[config.mk]
export PLATFORM = sky130hd
export DESIGN_NAME = itcm_loader
export DESIGN_NICKNAME = d
export VERILOG_FILES = /design/src/rtl/itcm_loader_pkg.sv /design/src/rtl/itcm_loader_asm.sv /design/src/rtl/itcm_loader.sv
export SDC_FILE = /design/constraint.sdc
export NUM_CORES = 1
export LEC_CHECK = 0
export BUFFER_PORTS_ARGS = -buffer_cell sky130_fd_sc_hd__buf_2
export CAP_MARGIN = 25
export CORE_ASPECT_RATIO = 1.25
export CORE_MARGIN = 1
export CORE_UTILIZATION = 52
export DETAILED_ROUTE_END_ITERATION = 8
export PLACE_DENSITY_LB_ADDON = 0.1
export SLEW_MARGIN = 20
export SYNTH_ARGS = -nofsm -noshare
export SYNTH_HDL_FRONTEND = slang
export SYNTH_HIERARCHICAL = 1
export SYNTH_SLANG_ARGS = --single-unit
[constraint.sdc]
create_clock -name clk -period 5.05 [get_ports clk]
set_clock_uncertainty 0.2 [all_clocks]
set_input_delay 0 -clock clk [delete_from_list [all_inputs] [get_ports clk]]
set_output_delay 0 -clock clk [all_outputs]
set_load 0.005 [all_outputs]
[src/rtl/itcm_loader_pkg.sv]
// Shared state encoding and image-format constants for the ITCM boot loader.
package itcm_loader_pkg;

  typedef enum logic [2:0] {
    HDR_LO = 3'd0,
    HDR_HI = 3'd1,
    DATA   = 3'd2,
    CSUM   = 3'd3,
    DONE   = 3'd4,
    ERR    = 3'd5
  } state_t;

  localparam int HDR_BYTES      = 2;
  localparam int BYTES_PER_WORD = 4;

endpackage

[src/rtl/itcm_loader_asm.sv]
// Little-endian 4-byte word assembler; word/word_valid are registered and
// update only when the 4th byte lands, so they can drive the ITCM directly.
module itcm_loader_asm
  import itcm_loader_pkg::*;
(
  input  logic        clk,
  input  logic        rst,
  input  logic        clear,
  input  logic        byte_valid,
  input  logic [7:0]  byte_data,
  output logic [1:0]  byte_idx,
  output logic [31:0] word,
  output logic        word_valid
);

  logic [23:0] sr;

  always_ff @(posedge clk) begin
    if (rst) begin
      byte_idx   <= '0;
      sr         <= '0;
      word       <= '0;
      word_valid <= 1'b0;
    end else begin
      word_valid <= 1'b0;
      if (clear) begin
        byte_idx <= '0;
        sr       <= '0;
      end else if (byte_valid) begin
        byte_idx <= byte_idx + 2'd1;
        case (byte_idx)
          2'd0: sr[7:0]   <= byte_data;
          2'd1: sr[15:8]  <= byte_data;
          2'd2: sr[23:16] <= byte_data;
          default: begin
            word       <= {byte_data, sr};
            word_valid <= 1'b1;
          end
        endcase
      end
    end
  end

endmodule

[src/rtl/itcm_loader.sv]
// Boot loader: byte stream -> ITCM write port, holds core in reset until done.
// Define ITCM_LOADER_CSUM_EN to require a trailing XOR checksum byte.
module itcm_loader
  import itcm_loader_pkg::*;
#(
  parameter int AW       = 12,
  parameter int DW       = 32,
  parameter int ADDR_INC = 1
) (
  input  logic          clk,
  input  logic          rst,
  input  logic          in_valid,
  input  logic [7:0]    in_data,
  output logic          in_ready,
  input  logic          reload,
  output logic [AW-1:0] itcm_WADDR,
  output logic [DW-1:0] itcm_WDATA,
  output logic          itcm_WEN,
  output logic          core_rst_n,
  output logic          done,
  output logic          err
);

  localparam int HDR_BITS = 8 * HDR_BYTES;
`ifdef ITCM_LOADER_CSUM_EN
  localparam state_t END_ST = CSUM;
`else
  localparam state_t END_ST = DONE;
`endif

  state_t              state, state_nxt;
  logic                in_ready_d, done_d, err_d;
  logic                hs, reload_acc, asm_last, too_big;
  logic [7:0]          cnt_lo;
  logic [HDR_BITS-1:0] hdr_cnt, words_left;
  logic [1:0]          byte_idx;
`ifdef ITCM_LOADER_CSUM_EN
  logic [7:0]          csum_q;
`endif

  assign hs         = in_valid & in_ready;
  assign reload_acc = reload & ((state == DONE) | (state == ERR));
  assign hdr_cnt    = {in_data, cnt_lo};
  assign too_big    = 32'(hdr_cnt) > (32'd1 << AW);
  assign asm_last   = (byte_idx == 2'(BYTES_PER_WORD - 1));

  always_ff @(posedge clk) begin
    if (rst) begin
      state      <= HDR_LO;
      in_ready   <= 1'b0;
      done       <= 1'b0;
      err        <= 1'b0;
      core_rst_n <= 1'b0;
    end else begin
      state      <= state_nxt;
      in_ready   <= in_ready_d;
      done       <= done_d;
      err        <= err_d;
      core_rst_n <= done_d;
    end
  end

  always_comb begin
    state_nxt = state;
    case (state)
      HDR_LO: if (hs) state_nxt = HDR_HI;
      HDR_HI: begin
        if (hs) begin
          if (hdr_cnt == '0)  state_nxt = END_ST;
          else if (too_big)   state_nxt = ERR;
          else                state_nxt = DATA;
        end
      end
      DATA: if (hs && asm_last && words_left == HDR_BITS'(1)) state_nxt = END_ST;
`ifdef ITCM_LOADER_CSUM_EN
      CSUM: if (hs) state_nxt = (in_data == csum_q) ? DONE : ERR;
`endif
      DONE, ERR: if (reload) state_nxt = HDR_LO;
      default: state_nxt = HDR_LO;
    endcase
  end

  // Status lags state by a cycle so done never rises alongside the final WEN.
  always_comb begin
    in_ready_d = (state_nxt == HDR_LO) | (state_nxt == HDR_HI) |
                 (state_nxt == DATA)   | (state_nxt == CSUM);
    done_d     = (state == DONE) & (state_nxt == DONE);
    err_d      = (state == ERR)  & (state_nxt == ERR);
  end

  always_ff @(posedge clk) begin
    if (rst) begin
      cnt_lo     <= '0;
      words_left <= '0;
      itcm_WADDR <= '0;
`ifdef ITCM_LOADER_CSUM_EN
      csum_q     <= '0;
`endif
    end else if (reload_acc) begin
      cnt_lo     <= '0;
      words_left <= '0;
      itcm_WADDR <= '0;
`ifdef ITCM_LOADER_CSUM_EN
      csum_q     <= '0;
`endif
    end else begin
      if (hs && state == HDR_LO) cnt_lo <= in_data;
      if (hs && state == HDR_HI) words_left <= hdr_cnt;
      if (hs && state == DATA && asm_last) words_left <= words_left - HDR_BITS'(1);
      if (itcm_WEN) itcm_WADDR <= itcm_WADDR + AW'(ADDR_INC);
`ifdef ITCM_LOADER_CSUM_EN
      if (hs && (state == HDR_LO || state == HDR_HI || state == DATA))
        csum_q <= csum_q ^ in_data;
`endif
    end
  end

  itcm_loader_asm u_asm (
    .clk        (clk),
    .rst        (rst),
    .clear      (reload_acc),
    .byte_valid (hs && state == DATA),
    .byte_data  (in_data),
    .byte_idx   (byte_idx),
    .word       (itcm_WDATA),
    .word_valid (itcm_WEN)
  );

endmodule

==> Yosys cells after proc, flatten, opt, wreduce, memory -nomap -nowiden <==
Cells that the tools add are included.
{ "word_totals": {"regBits": 101, "input_bits": 12, "elab_cells": 70} }
{ "op_classes": {"addsub": 3, "magnitude_cmp": 1, "eq_ne": 13, "n_mux": 10, "bitwise": 11, "reduce_logical": 19} }
{ "op_table": {"columns": ["cell", "n"], "rows": [
  ["$mux W16", 2],
  ["$mux W3", 6],
  ["$eq A16 B1 Y1 const B", 1],
  ["$gt A16 B13 Y1 const B", 1],
  ["$logic_not A16 Y1", 1],
  ["$sub A16 B1 Y16 const B", 1],
  ["$add A12 B1 Y12 const B", 1],
  ["$eq A3 B3 Y1 const B", 4],
  ["$pmux W3 S4", 1],
  ["$eq A3 B2 Y1 const B", 3],
  ["$eq A3 B1 Y1 const B", 2],
  ["$logic_and A1 B1 Y1", 6],
  ["$logic_not A3 Y1", 2],
  ["$reduce_and A2 Y1", 3],
  ["$reduce_or A3 Y1", 2],
  ["$and A1 B1 Y1", 4],
  ["$eq A2 B2 Y1 const B", 2],
  ["$or A1 B1 Y1", 4],
  ["$reduce_or A2 Y1", 2],
  ["$not A1 Y1", 3],
  ["$reduce_and A3 Y1", 1],
  ["$add A2 B1 Y2 const B", 1],
  ["$eq A2 B1 Y1 const B", 1],
  ["$logic_not A2 Y1", 1],
  ["2 further kinds", 2]
]} }

==> Depth between registers and ports, before layout <==
{ "depth": {"depth_word": 9, "depth_mapped": 7, "depth_no_buf": 6} }

==> Cells and area by module <==
The synthesis kept the hierarchy.
{ "by_module_without_submodules": {"columns": ["mod", "n_inst", "cells_per_inst", "area_each_um2", "seq_area_each_um2"], "rows": [
  ["itcm_loader_asm", 1, 267, 2632.5, 1181.1],
  ["itcm_loader", 1, 231, 2042.0, 840.8]
]} }

==> Worst setup path after synthesis <==
OpenSTA, ideal clock, no wires.
{ "synth_path": {"path_type": "register to register", "startpoint": "reg cnt_lo[0]", "endpoint": "reg state[2]", "t_arrival_ns": 1.652, "t_required_ns": 4.730, "path_slack_ns": 3.079, "path_stages_with_launch": 5, "path_buffers": 0, "synth_period_minus_slack_ns": 1.971, "path_cell_list": "dfxtp_1 -> or4_4 -> o31ai_1 -> a31oi_2 -> o31a_1"} }
{ "synth_between": {"elab_chain_len": 5} }
{ "synth_rtl": {"columns": ["element", "line", "source"], "rows": [
  ["start, declared", "itcm_loader.sv:34", "logic [7:0] cnt_lo;"],
  ["start signal, assigned", "itcm_loader.sv:107", "if (hs && state == HDR_LO) cnt_lo <= in_data;"],
  ["$gt A16 B13 Y1", "itcm_loader.sv:44", "assign too_big = 32'(hdr_cnt) > (32'd1 << AW);"],
  ["$mux W3", "itcm_loader.sv:70", "else if (too_big) state_nxt = ERR;"],
  ["$mux W3 (*)", "itcm_loader.sv:69", "if (hdr_cnt == '0) state_nxt = END_ST;"],
  ["$mux W3 (*)", "itcm_loader.sv:68", "if (hs) begin"],
  ["$pmux W3 S4 (*)", "itcm_loader.sv:65", "case (state)"],
  ["end signal, assigned", "itcm_loader.sv:55", "state <= state_nxt;"],
  ["end, declared", "itcm_loader.sv:31", "state_t state, state_nxt;"]
]} }
Mark *: on every way between the ends. The rest lies on a longest branch, timed or not.
A chain may end at the register's enable or synchronous reset.

==> Final worst setup path <==
{ "layout_path": {"startpoint": "reg state[2]", "endpoint": "reg u_asm.word[28]"} }
{ "layout_between": {"elab_chain_len": 5} }
{ "layout_rtl": {"columns": ["element", "line", "source"], "rows": [
  ["$eq A3 B3 Y1", "itcm_loader.sv:42", "assign reload_acc = reload & ((state == DONE) | (state == ERR));"],
  ["$or A1 B1 Y1", "itcm_loader.sv:42", null],
  ["$and A1 B1 Y1", "itcm_loader.sv:42", null],
  ["$not A1 Y1 (no line)", null, null],
  ["$reduce_and A3 Y1 (no line) (*)", null, null],
  ["end signal, assigned", "itcm_loader_asm.sv:36", "word <= {byte_data, sr};"],
  ["end, declared", "itcm_loader_asm.sv:12", "output logic [31:0] word,"]
]} }
Marks and branches as above.

==> summary.txt <==
Share of layout cells above drive strength 1: 20.2%
RePlAce Congestion: 0.854
Clock Root Buffer: clkbuf_8
Core box area: 8700 sq um
Post-Synth XOR/XNOR Area: 2.25%
Vias in the first global route: 3,449
Top post-synthesis cells by count: 101 x dfxtp_1, 65 x nand2b_1, 43 x mux2i_1
DIE WIDTH: 86.8 um
Setup CP Type: reg2reg
Sequential-to-total area share from yosys stat: 43.3%
Nets: 563
DRT iter0 DRCs: 167
Simple-gate share of the synthesized area: 23.3%
Worst slew pin tran: 0.952 ns
Fin Setup TNS: 0 ns
Top_reg_cell synth: dfxtp_1
RSZ-0062 raised after global routing: no
Global-route wire length before repair: 16,400 um
Critical path's slowest cell: and3b_2
Post-synthesis adder-cell area fraction: 1.87%
Antenna cell count: 0
Compound-Gate Fraction of Synth Area: 15.6%
CTS tree: built
First-pass DRT Iterations: 4
H-tree Lvls: 3
Flop and latch count out of synthesis: 101
Number of distinct library cells after synthesis: 49
Crit path cell chain: or3b_2 -> nor2_4 -> buf_4 -> and3b_2 -> mux2i_1
WHS Path Cells: 2
Avg Synthesized Cell Area: 9.39 sq um
GRT overflow: 0
Initial antenna violation count: 0
Clk pin slew, worst setup/hold paths: 0.09 ns
Clock period minus worst slack: 2.95 ns
Final wirelength: 9960 um
Die footprint: 9370 sq um
Height of the die: 108 um
Reg2reg path depth: 5
Clock buffer depth: 2
# resized after CTS: 0
Post-Synthesis Cell Area: 4670 sq um
Status: completed
Pin count of the biggest net entering global routing: 72
Total Power: 1.36 mW
CTS Buf Count: 9
Largest area contributor in the netlist: dfxtp_1
Crit end category: register
Placed wire-length estimate: 6440 um
EDFF count, synth: 0
Asr flop ratio synth: 0%
Post-CTS Setup Bufs: 0
Area growth, synth to finish: 11.9%
Data required, critical path: 5.14 ns
Crit path DAT: 3.04 ns
Worst-Skew Late Latency: 0.37 ns
CP startpoint kind: register
P_leak: 1.95 nW
DRC: 0
Routed Antenna Nets: 0
Fin. Hold Viols: 0
Synth Instances: 498
Max IR drop VDD: 141 uV
Count leader, synth: dfxtp_1
Pwr dens: 260 nW/um^2
Ys Warns: 6
Drt wl/cell: 14.9 um
Fin crit share: 58.4%
Max Cap Violations: 0
CP max stage delay: 0.91 ns
Via-per-instance ratio: 5.47
Fill count: 793
Final setup viols: 0
HP Class: in2reg
Starting Density: 53.7%
Vias after detailed routing: 3,658
Net Count, Synth: 517
Max Slew Vio Count: 0
Rows: 38
Relative slew margins: 36.5%
Largest family of logic cells by synthesized area: simple AND/OR/NAND/NOR gates
Post-synth top area share: 43.3%
Fmax: 339 MHz
All-Layer GR Usage: 22.5%
Port bufs: 60
Worst Path Max Fanout: 52
Io pins: 61
# clock sinks: 101
Area contributors post-synth: dfxtp_1 43%, mux2i_1 9.2%, nand2b_1 8.7%
Post-synthesis mux area share: 9.21%
state kept, by name, indices dropped and copies added, names as in the netlist:
| register | count |
|---|---|
| u_asm/word | 32 |
| u_asm/sr | 24 |
| words_left | 16 |
| itcm_WADDR | 12 |
| cnt_lo | 8 |
| state | 3 |
| u_asm/byte_idx | 2 |
| done | 1 |
| err | 1 |
| in_ready | 1 |
| u_asm/word_valid | 1 |
metal layers:
metal	GRT usage (%)	share of wire, %	vias up
li1	-	-	1846
met1	26.9	42	1706
met2	39.0	51	87
met3	2.44	4.3	19
met4	12.5	2.8	0
met5	0	0	-
kinds of logic after synthesis:
kind of cell               count (synthesis)
buffers and inverters                     43
muxes                                     43
adders and majority gates                  7
AOI/OAI and AO/OA                         98
xor gates and xnor gates                  12
DFF                                      101
and+or+nand+nor                          194
stage by stage:
step | instance area, sq um | util, % | hold WS, ns | cells | setup WS, ns
final | 5230 | 60.1 | 0.147 | 669 | 2.10
after global routing | 5230 | 60.1 | 0.216 | 669 | 1.93
after detailed placement | 4960 | 57.0 | 0.125 | 643 | 2.10
after floorplan | 4670 | - | -0.124 | 498 | 3.08
after CTS | 5230 | 60.1 | 0.164 | 669 | 2.08
after global placement | 4960 | 57.0 | 0.120 | 643 | 2.19
report_power, final:
group	total (mW)	switching [mW]	internal [mW]	leakage, nW
Clock	0.471	0.281	0.191	0.0880
Combinational	0.0778	0.0461	0.0317	1.05
Sequential	0.809	0.00677	0.802	0.815
final timing paths:
check                             startpoint                          end  slack (ns)
hold / removal                           rst               err$_SDFF_PP0_        0.15
setup reg to reg         state[2]$_SDFF_PP0_  u_asm/word[28]$_SDFFE_PP0P_        2.10
hold reg to reg   u_asm/word[6]$_SDFFE_PP0P_   u_asm/word[6]$_SDFFE_PP0P_        0.27
setup / recovery         state[2]$_SDFF_PP0_  u_asm/word[28]$_SDFFE_PP0P_        2.10
placed cells by master, fill, tap and decap left out, types with 4 or more instances in the layout:
cell type      Yosys  layout
nor3_1             4       4
inv_1              7       7
dfxtp_1          101     101
ha_1               7       7
xnor2_1            9       9
clkbuf_8           0      10
nor4_1             8       8
a22oi_1            4       4
mux2i_1           43      43
buf_2              7      60
a31oi_1            7       7
dlygate4sd3_1      0      10
or4_1              4       4
o211ai_1           8       8
nand2b_1          65      65
o2bb2a_1           4       4
nand2_1           19      19
a21bo_2           24      24
nor2_1            30      29
nand3_1           30      30
a21oi_1           34      34
or3_1              5       5
nand4_1            9       9
critical path: cells and delay by family (launching register included):
kind,cells,cell delay [ns]
and+or+nand+nor,3,1.57
muxes,1,0.28
buffers and inverters,1,0.41
DFF,1,0.38
area by class of cell:
type                            count  area, sq um  share of cell area, %
Timing Repair Buffer               71          408                   7.80
Clock buffer                       10          138                   2.63
Sequential cell                   101         2020                   38.6
Multi-Input combinational cell    354         2450                   46.8
Clock inverter                      6         38.8                  0.741
Tap cell                          120          150                   2.87
Inverter                            7         26.3                  0.502
what timing repair did:
item | in CTS | in global routing
setup endpoints to repair | 0 | 0
hold endpoints to repair | 54 | 0
hold buffers | 10 | 0
No activity file was read; power rests on OpenSTA's default activity.
